==> config.mk <==
export PLATFORM = sky130hd
export DESIGN_NAME = spi_byte_framer
export DESIGN_NICKNAME = d
export VERILOG_FILES = /design/src/rtl/pwm_io_pkg.sv /design/src/rtl/sync_edge_detect.sv /design/src/rtl/spi_byte_framer.sv
export SDC_FILE = /design/constraint.sdc
export NUM_CORES = 1
export LEC_CHECK = 0
export ABC_CLOCK_PERIOD_IN_PS = 4800
export CAP_MARGIN = 20
export CORE_ASPECT_RATIO = 2
export CORE_MARGIN = 1
export CORE_UTILIZATION = 25
export DETAILED_ROUTE_END_ITERATION = 7
export GPL_ROUTABILITY_DRIVEN = 0
export HOLD_SLACK_MARGIN = 0.15
export MAX_ROUTING_LAYER = met4
export PLACE_DENSITY = 0.42
export SYNTH_ARGS = -nofsm -noshare
export SYNTH_HDL_FRONTEND = slang
export SYNTH_HIERARCHICAL = 1
export SYNTH_SLANG_ARGS = --single-unit
==> constraint.sdc <==
create_clock -name CLK -period 4.8 [get_ports CLK]
set_clock_uncertainty 0.2 [all_clocks]
set_input_delay 0.96 -clock CLK [delete_from_list [all_inputs] [get_ports CLK]]
set_output_delay 0.96 -clock CLK [all_outputs]
set_load 0.01 [all_outputs]
==> src/rtl/pwm_io_pkg.sv <==
// Shared types and constants for the SPI byte framer and its pointer/register-file neighbours.
package pwm_io_pkg;

  typedef enum logic [1:0] {
    WAIT_IDLE = 2'd0,
    IDLE      = 2'd1,
    ADDR      = 2'd2,
    DATA      = 2'd3
  } framer_state_t;

  // CLK must run at least this many times faster than SCLK.
  localparam int SPI_MIN_CLK_RATIO = 8;

  function automatic int max_int(input int a, input int b);
    return (a > b) ? a : b;
  endfunction

endpackage

==> src/rtl/sync_edge_detect.sv <==
// Multi-flop synchronizer for an asynchronous pin with registered rise/fall pulses.
// Pin-to-pulse latency is Stages+1 CLK cycles; the synced level lags the pin by Stages cycles.
module sync_edge_detect #(
  parameter int Stages = 2
) (
  input  logic CLK,
  input  logic _RST,
  input  logic d_i,
  output logic sync_o,
  output logic rise_o,
  output logic fall_o
);

  logic [Stages-1:0] sync_q;
  logic              prev_q;
  logic              rise_q;
  logic              fall_q;

  always_ff @(posedge CLK or negedge _RST) begin
    if (!_RST) begin
      sync_q <= '0;
      prev_q <= 1'b0;
      rise_q <= 1'b0;
      fall_q <= 1'b0;
    end else begin
      sync_q <= {sync_q[Stages-2:0], d_i};
      prev_q <= sync_q[Stages-1];
      rise_q <= sync_q[Stages-1] & ~prev_q;
      fall_q <= ~sync_q[Stages-1] & prev_q;
    end
  end

  assign sync_o = sync_q[Stages-1];
  assign rise_o = rise_q;
  assign fall_o = fall_q;

endmodule

==> src/rtl/spi_byte_framer.sv <==
// SPI mode-0 slave front end: frames each _CS-low transaction as an address byte plus data bytes.
// Optional readback path (MISO/ReadData) is enabled by defining SPI_READBACK_EN.
module spi_byte_framer
  import pwm_io_pkg::*;
#(
  parameter int AddressWidth = 8,
  parameter int DataWidth    = 8,
  parameter int SyncStages   = 2
) (
  input  logic                    CLK,
  input  logic                    _RST,
  input  logic                    SCLK,
  input  logic                    MOSI,
  input  logic                    _CS,
  output logic                    FirstByteReceived,
  output logic [AddressWidth-1:0] FirstAddress,
  output logic [DataWidth-1:0]    WriteData,
  output logic                    WriteStrobe,
  output logic                    AddressStep,
  output logic                    FrameError
`ifdef SPI_READBACK_EN
  ,
  input  logic [DataWidth-1:0]    ReadData,
  output logic                    MISO
`endif
);

  localparam int SW = max_int(AddressWidth, DataWidth);
  localparam int CW = $clog2(SW + 1);
  localparam logic [CW-1:0] ADDR_LAST = CW'(AddressWidth - 1);
  localparam logic [CW-1:0] DATA_LAST = CW'(DataWidth - 1);

  logic sclk_sync, sclk_rise, sclk_fall;
  logic cs_sync, cs_rise, cs_fall;
  logic [SyncStages-1:0] mosi_sync_q;
  logic mosi_s;

  sync_edge_detect #(.Stages(SyncStages)) u_sclk_sync (
    .CLK    (CLK),
    ._RST   (_RST),
    .d_i    (SCLK),
    .sync_o (sclk_sync),
    .rise_o (sclk_rise),
    .fall_o (sclk_fall)
  );

  sync_edge_detect #(.Stages(SyncStages)) u_cs_sync (
    .CLK    (CLK),
    ._RST   (_RST),
    .d_i    (_CS),
    .sync_o (cs_sync),
    .rise_o (cs_rise),
    .fall_o (cs_fall)
  );

  // MOSI is one stage ahead of the SCLK rise pulse, so it is already stable when sampled.
  always_ff @(posedge CLK or negedge _RST) begin
    if (!_RST) begin
      mosi_sync_q <= '0;
    end else begin
      mosi_sync_q <= {mosi_sync_q[SyncStages-2:0], MOSI};
    end
  end

  assign mosi_s = mosi_sync_q[SyncStages-1];

  framer_state_t           state_q, state_d;
  logic [CW-1:0]           bitcnt_q, bitcnt_d;
  logic [SW-2:0]           shift_q, shift_d;
  logic [SW-1:0]           full_shift;
  logic [AddressWidth-1:0] addr_q, addr_d;
  logic [DataWidth-1:0]    wdata_q, wdata_d;
  logic                    fbr_q, fbr_d;
  logic                    strobe_q, strobe_d;
  logic                    step_q, step_d;
  logic                    ferr_q, ferr_d;

  always_comb begin
    state_d    = state_q;
    bitcnt_d   = bitcnt_q;
    shift_d    = shift_q;
    addr_d     = addr_q;
    wdata_d    = wdata_q;
    fbr_d      = fbr_q;
    strobe_d   = 1'b0;
    step_d     = strobe_q;
    ferr_d     = 1'b0;
    full_shift = {shift_q, mosi_s};

    case (state_q)
      WAIT_IDLE: begin
        if (cs_sync) begin
          state_d = IDLE;
        end
      end
      IDLE: begin
        if (cs_fall) begin
          state_d  = ADDR;
          bitcnt_d = '0;
        end
      end
      ADDR, DATA: begin
        // A _CS rise takes priority over any SCLK edge seen in the same cycle.
        if (cs_rise) begin
          state_d  = IDLE;
          fbr_d    = 1'b0;
          bitcnt_d = '0;
          ferr_d   = (bitcnt_q != '0);
        end else if (sclk_rise) begin
          shift_d  = full_shift[SW-2:0];
          bitcnt_d = bitcnt_q + 1'b1;
          if (state_q == ADDR && bitcnt_q == ADDR_LAST) begin
            addr_d   = full_shift[AddressWidth-1:0];
            fbr_d    = 1'b1;
            bitcnt_d = '0;
            state_d  = DATA;
          end else if (state_q == DATA && bitcnt_q == DATA_LAST) begin
            wdata_d  = full_shift[DataWidth-1:0];
            strobe_d = 1'b1;
            bitcnt_d = '0;
          end
        end
      end
      default: begin
        state_d = WAIT_IDLE;
      end
    endcase
  end

  always_ff @(posedge CLK or negedge _RST) begin
    if (!_RST) begin
      state_q  <= WAIT_IDLE;
      bitcnt_q <= '0;
      shift_q  <= '0;
      addr_q   <= '0;
      wdata_q  <= '0;
      fbr_q    <= 1'b0;
      strobe_q <= 1'b0;
      step_q   <= 1'b0;
      ferr_q   <= 1'b0;
    end else begin
      state_q  <= state_d;
      bitcnt_q <= bitcnt_d;
      shift_q  <= shift_d;
      addr_q   <= addr_d;
      wdata_q  <= wdata_d;
      fbr_q    <= fbr_d;
      strobe_q <= strobe_d;
      step_q   <= step_d;
      ferr_q   <= ferr_d;
    end
  end

  assign FirstByteReceived = fbr_q;
  assign FirstAddress      = addr_q;
  assign WriteData         = wdata_q;
  assign WriteStrobe       = strobe_q;
  assign AddressStep       = step_q;
  assign FrameError        = ferr_q;

`ifdef SPI_READBACK_EN
  logic [DataWidth-1:0] tx_q, tx_d;
  logic                 fbr_prev_q;
  logic                 unused_sclk;

  // The SCLK fall right after a byte boundary (bitcnt==0) must not shift, so the
  // freshly loaded MSB is still on MISO for the first rise of the next byte.
  always_comb begin
    tx_d = tx_q;
    if ((fbr_q && !fbr_prev_q) || step_q) begin
      tx_d = ReadData;
    end else if (state_q == DATA && sclk_fall && bitcnt_q != '0) begin
      tx_d = {tx_q[DataWidth-2:0], 1'b0};
    end
  end

  always_ff @(posedge CLK or negedge _RST) begin
    if (!_RST) begin
      tx_q       <= '0;
      fbr_prev_q <= 1'b0;
    end else begin
      tx_q       <= tx_d;
      fbr_prev_q <= fbr_q;
    end
  end

  assign MISO        = (state_q == DATA) ? tx_q[DataWidth-1] : 1'b0;
  assign unused_sclk = sclk_sync;
`else
  logic unused_sclk;
  assign unused_sclk = ^{sclk_sync, sclk_fall};
`endif

endmodule

==> impl_metrics.toml, run 1 <==
[clock_tree]
clkSlewWorstSetupHoldPaths_ns = 0.06
clock_latency_ns = 0.28
ctsLongestPathBuffers = 2
cts-buffers-inserted = 5
cts_post_setup_buffers_inserted = 0
tritoncts = "done"
ctsHtreeMaxLevel = 2
holdBufCountCts = 0
cts.sinks = 44
postCtsResizedCells = 0
clockRootBuffer = "clkbuf_16"

[route]
drt-initial-drc-count = 11
ant_nets = 0
detail_route.wl_per_cell_um = 13.5
routed_wirelength_um = 3000
post-route-drc-count = 0
via_count = 928
avgViaCountPerCell = 4.18
detailedRoute.firstPassIterationCount = 4

[setup_path]
end_kind = "primary output"
worst-setup-path-type = "reg2out"
worstPathCellList = "clkdlybuf4s50_1"
cpPeakStageDelay_ns = 0.54
path_delay_family = "buffers and inverters"
timing.critical_path.from_type = "register"
critical_path_peak_fanout = 2
cpMaxStageDelayCell = "clkdlybuf4s50_1"
cp_num_buf_inv = 1
worstPathArrival_ns = 1.18
critical_path_required_ns = 3.64

[timing]
rsz0062_at_grt = "no"
report.final.hold_viol_count = 0
minimum_clock_period_after_layout_ns = 2.34
tns_ns = 0
worstMarginPinSlew_ns = 0.407
max_slew_margin_pct = 72.8
fin_crit_sh_pct = 48.8
setup-violations-final = 0
maxSlewViolCount = 0
max_freq_mhz = 427

[power]
power_per_cell_area_nw_per_um2 = 403
worst_ir_drop_vdd_uv = 167
leakage_power_nw = 0.981
power.total_uw = 865

[global_routing]
first_global_vias = 1054
grt.overflow.total = 0
grt_start_max_net_pins = 45
grt_antenna_before_repair = 0
grt_util_all_layers_pct = 10.3
grt_first_pass_wirelength_um = 5110

[synth]
postSynthNetCount = 113
netlist_instances = 106
synth.avg_cell_area_sq_um = 15.9
yosysWarnings = 6
synthesized_area_sq_um = 1680

[final_layout]
synthToLayoutAreaGrowth_pct = 27.7
mostFrequentLayoutCell = "dfrtp_1"
drive_above_1_share_pct = 26.5
antenna_cells_inserted = 0
nets = 143
final_cell_mix = "44 x dfrtp_1, 23 x clkdlybuf4s50_1, 15 x mux2_2"

[place]
port-buffer-count = 24
post-dp-hpwl_um = 1960

[floorplan]
dieHeight_um = 118
core_box_area_sq_um = 6410
ios = 25
die_x_um = 60.0
initial_utilization_pct = 26.2
core.rowCount = 41
die_area_sq_um = 7070

[run_status]
result_of_the_run = "complete, no violations"

[run]
cap_viol_max_count = 0

[worst_hold_path]
hold_path_class = "reg2reg"
state kept, by name, indices dropped and copies added, names as in the netlist, 2 cells and up:
register / flops
FirstAddress: 8
bitcnt_q: 4
u_cs_sync/sync_q: 2
u_sclk_sync/sync_q: 2
shift_q: 7
state_q: 2
WriteData: 8
mosi_sync_q: 2
per-layer routing:
| layer | global-route usage [%] | share of wire, % |
|---|---|---|
| met5 | - | 0 |
| met4 | 6.54 | 3.3 |
| met3 | 3.30 | 3.6 |
| met2 | 16.3 | 52 |
| met1 | 10.5 | 41 |
cell type report:
cell class,count,area (sq um)
Sequential cell,44,1100
Clock inverter,1,5.00
Clock buffer,6,129
Timing Repair Buffer,25,255
Inverter,4,15.0
Fill cell,636,4270
Tap cell,86,108
Multi-Input combinational cell,56,533
power breakdown:
group | switching (mW) | total, mW | leakage, nW | internal (mW)
Sequential | 0.0466 | 0.460 | 0.581 | 0.413
Clock | 0.126 | 0.315 | 0.0667 | 0.189
Combinational | 0.0410 | 0.0895 | 0.333 | 0.0485
Total | 0.214 | 0.865 | 0.981 | 0.651
through the flow:
stage               setup WS [ns]  util, %  cells  instance area (sq um)  hold slack [ns]
floorplan                    3.04        -    106                   1680            0.131
global placement             2.76     31.1    214                   1990            0.139
detailed placement           2.76     31.1    214                   1990            0.137
CTS                          2.44     33.2    221                   2130            0.151
global route                 2.41     33.5    222                   2150            0.153
finish                       2.46     33.5    222                   2150            0.148
path summary, 6_finish.rpt:
kind	from	end	slack (ns)	cells past startpoint
min	u_cs_sync/sync_q[0]$_DFF_PN0_	u_cs_sync/sync_q[1]$_DFF_PN0_	0.15	0
min in group asynchronous	_RST	WriteStrobe$_DFF_PN0_	0.37	1
max	FirstAddress[4]$_DFFE_PN0P_	FirstAddress[4]	2.46	1
max in group asynchronous	_RST	bitcnt_q[1]$_DFFE_PN0P_	3.56	2
min reg2reg	u_cs_sync/sync_q[0]$_DFF_PN0_	u_cs_sync/sync_q[1]$_DFF_PN0_	0.15	0
max reg2reg	bitcnt_q[0]$_DFFE_PN0P_	WriteData[3]$_DFFE_PN0P_	2.92	4
Note: power is estimated with default switching activity, not from simulation.
==> inputs of run 2 (changes only) <==
--- a/config.mk
+++ b/config.mk
@@ -5,7 +5,7 @@
 export SDC_FILE = /design/constraint.sdc
 export NUM_CORES = 1
 export LEC_CHECK = 0
-export ABC_CLOCK_PERIOD_IN_PS = 4800
+export ABC_CLOCK_PERIOD_IN_PS = 1900
 export CAP_MARGIN = 20
 export CORE_ASPECT_RATIO = 2
 export CORE_MARGIN = 1
@@ -14,7 +14,7 @@
 export GPL_ROUTABILITY_DRIVEN = 0
 export HOLD_SLACK_MARGIN = 0.15
 export MAX_ROUTING_LAYER = met4
-export PLACE_DENSITY = 0.42
+export PLACE_DENSITY = 0.43
 export SYNTH_ARGS = -nofsm -noshare
 export SYNTH_HDL_FRONTEND = slang
 export SYNTH_HIERARCHICAL = 1
==> constraint.sdc (replaced) <==
create_clock -name CLK -period 1.9 [get_ports CLK]
set_clock_uncertainty 0.2 [all_clocks]
set_input_delay 0.38 -clock CLK [delete_from_list [all_inputs] [get_ports CLK]]
set_output_delay 0.38 -clock CLK [all_outputs]
set_load 0.01 [all_outputs]
==> run 2 against run 1 <==
Effect of this change: register-to-register slack lost 2.8 ns; wire length grew 2.9%; combinational power grew to 3.0 times the previous value; final cell count grew 2.3%; clock-buffer cell count is the same; critical path depth grew 3; cell area grew 2.1%; setup slack lost 2.4 ns; largest cell class unchanged; highest routed layer unchanged.
==> impl_metrics.toml, run 2 (same netlist as run 1, synthesis figures left out) <==
[floorplan]
core.rowCount = 41
die_x_um = 60.0
dieHeight_um = 118
core_box_area_sq_um = 6410
ios = 25
die_area_sq_um = 7070
initial_utilization_pct = 26.2

[place]
port-buffer-count = 24
postPlaceCellArea_sq_um = 2010
place.detailed.instances = 217
place_ws_ns = 0.0629
post-dp-hpwl_um = 2020

[clock_tree]
tritoncts = "done"
clkSlewWorstSetupHoldPaths_ns = 0.06
cts.sinks = 44
clock_latency_ns = 0.28
cts_post_setup_buffers_inserted = 0
cts-buffers-inserted = 5
ctsLongestPathBuffers = 2
clockRootBuffer = "clkbuf_16"
ctsHtreeMaxLevel = 2

[timing]
fin_crit_sh_pct = 95.4
fin_worst_hold_slack_ns = 0.154
report.final.hold_viol_count = 0
maxSlewViolCount = 0
minimum_clock_period_after_layout_ns = 1.81
worstMarginPinSlew_ns = 0.564
max_slew_margin_pct = 62.4
max_freq_mhz = 552
tns_ns = 0
fin_ws_ns = 0.0877
setup-violations-final = 0
rsz0062_at_grt = "no"

[setup_path]
end_kind = "register"
worst-setup-path-type = "reg2reg"
critical_path_required_ns = 1.87
timing.critical_path.from_type = "register"
timing.rr.start = "bitcnt_q[1]$_DFFE_PN0P_"
worst_setup_path_startpoint = "bitcnt_q[1]$_DFFE_PN0P_"
critical_path_peak_fanout = 5
worstPathArrival_ns = 1.78

[worst_hold_path]
hold_start = "mosi_sync_q[0]$_DFF_PN0_"
hold_path_class = "reg2reg"

[route]
via_count = 945
avgViaCountPerCell = 4.16
drt-initial-drc-count = 36
post-route-drc-count = 0
detailedRoute.firstPassIterationCount = 3
detail_route.wl_per_cell_um = 13.6
ant_nets = 0
routed_wirelength_um = 3090

[final_layout]
drive_above_1_share_pct = 29.8
nets = 147
final_cell_mix = "44 x dfrtp_1, 23 x clkdlybuf4s50_1, 15 x mux2_2"
finish.instance_area_sq_um = 2190
layout.cells.non_filler = 227
synthToLayoutAreaGrowth_pct = 30.4
mostFrequentLayoutCell = "dfrtp_1"
antenna_cells_inserted = 0

[power]
worst_ir_drop_vdd_uv = 585
power_per_cell_area_nw_per_um2 = 1040
leakage_power_nw = 1.00

[global_routing]
grt_util_all_layers_pct = 10.2
grt_antenna_before_repair = 0
grt_first_pass_wirelength_um = 5060
grt.overflow.total = 0
grt_start_max_net_pins = 45
first_global_vias = 1030

[run_status]
result_of_the_run = "complete, no violations"

[run]
cap_viol_max_count = 0
## run 2: cell count changes in the layout (fill, tap and decap cells not counted), sizes merged
cell | before | now
buf | 2 | 4
and3 | 2 | 3
clkinv | 1 | 2
dlygate4sd3 | 0 | 1
## run 2: path summary, 6_finish.rpt
path                                       endpoint  slack (ns)  cells after the start
min reg2reg                mosi_sync_q[1]$_DFF_PN0_        0.15                      0
max in group asynchronous   bitcnt_q[1]$_DFFE_PN0P_        0.60                      3
max                        WriteData[1]$_DFFE_PN0P_        0.09                      4
min                        mosi_sync_q[1]$_DFF_PN0_        0.15                      0
min in group asynchronous     AddressStep$_DFF_PN0_        0.50                      3
max reg2reg                WriteData[1]$_DFFE_PN0P_        0.09                      4
## run 2: final cells by class
class	count	area, sq um
clock buffer	6	139
fill	633	4220
clock inverter	2	10.0
multi-input combinational	57	551
inverter	4	15.0
sequential	44	1100
tap	86	108
timing repair buffer	28	268
## run 2: per-layer routing
metal	track usage (%)	share of wire (%)	up-vias
li1	-	-	444
met1	11.8	43	477
met2	14.9	51	19
met3	3.74	3.8	5
met4	5.23	2.5	0
met5	-	0	-
## run 2: power by group
| part | switching (mW) | total [mW] | internal, mW | leakage (nW) |
|---|---|---|---|---|
| registers | 0.121 | 1.17 | 1.04 | 0.581 |
| logic | 0.129 | 0.266 | 0.137 | 0.345 |
| clock network | 0.330 | 0.847 | 0.517 | 0.0766 |
## run 2: per-stage QoR
stage,total power [mW],util [%]
5_1_grt,2.42,34.2
4_1_cts,2.31,33.9
6_report,2.28,34.2
2_1_floorplan,1.33,-
3_5_place_dp,1.44,31.4
3_3_place_gp,1.42,31.4
## run 2: timing repair
action                                 in CTS  in global routing
endpoints found under the hold margin      44                  0
hold buffers                                1                  0
setup endpoints to repair                   0                  9
resized for setup                           0                  2
## run 2: critical path, stage by stage, from the launching register on
cell	delay [ns]
dfrtp_1	0.39
ha_2	0.22
and4b_4	0.30
and3_4	0.27
mux2_4	0.31
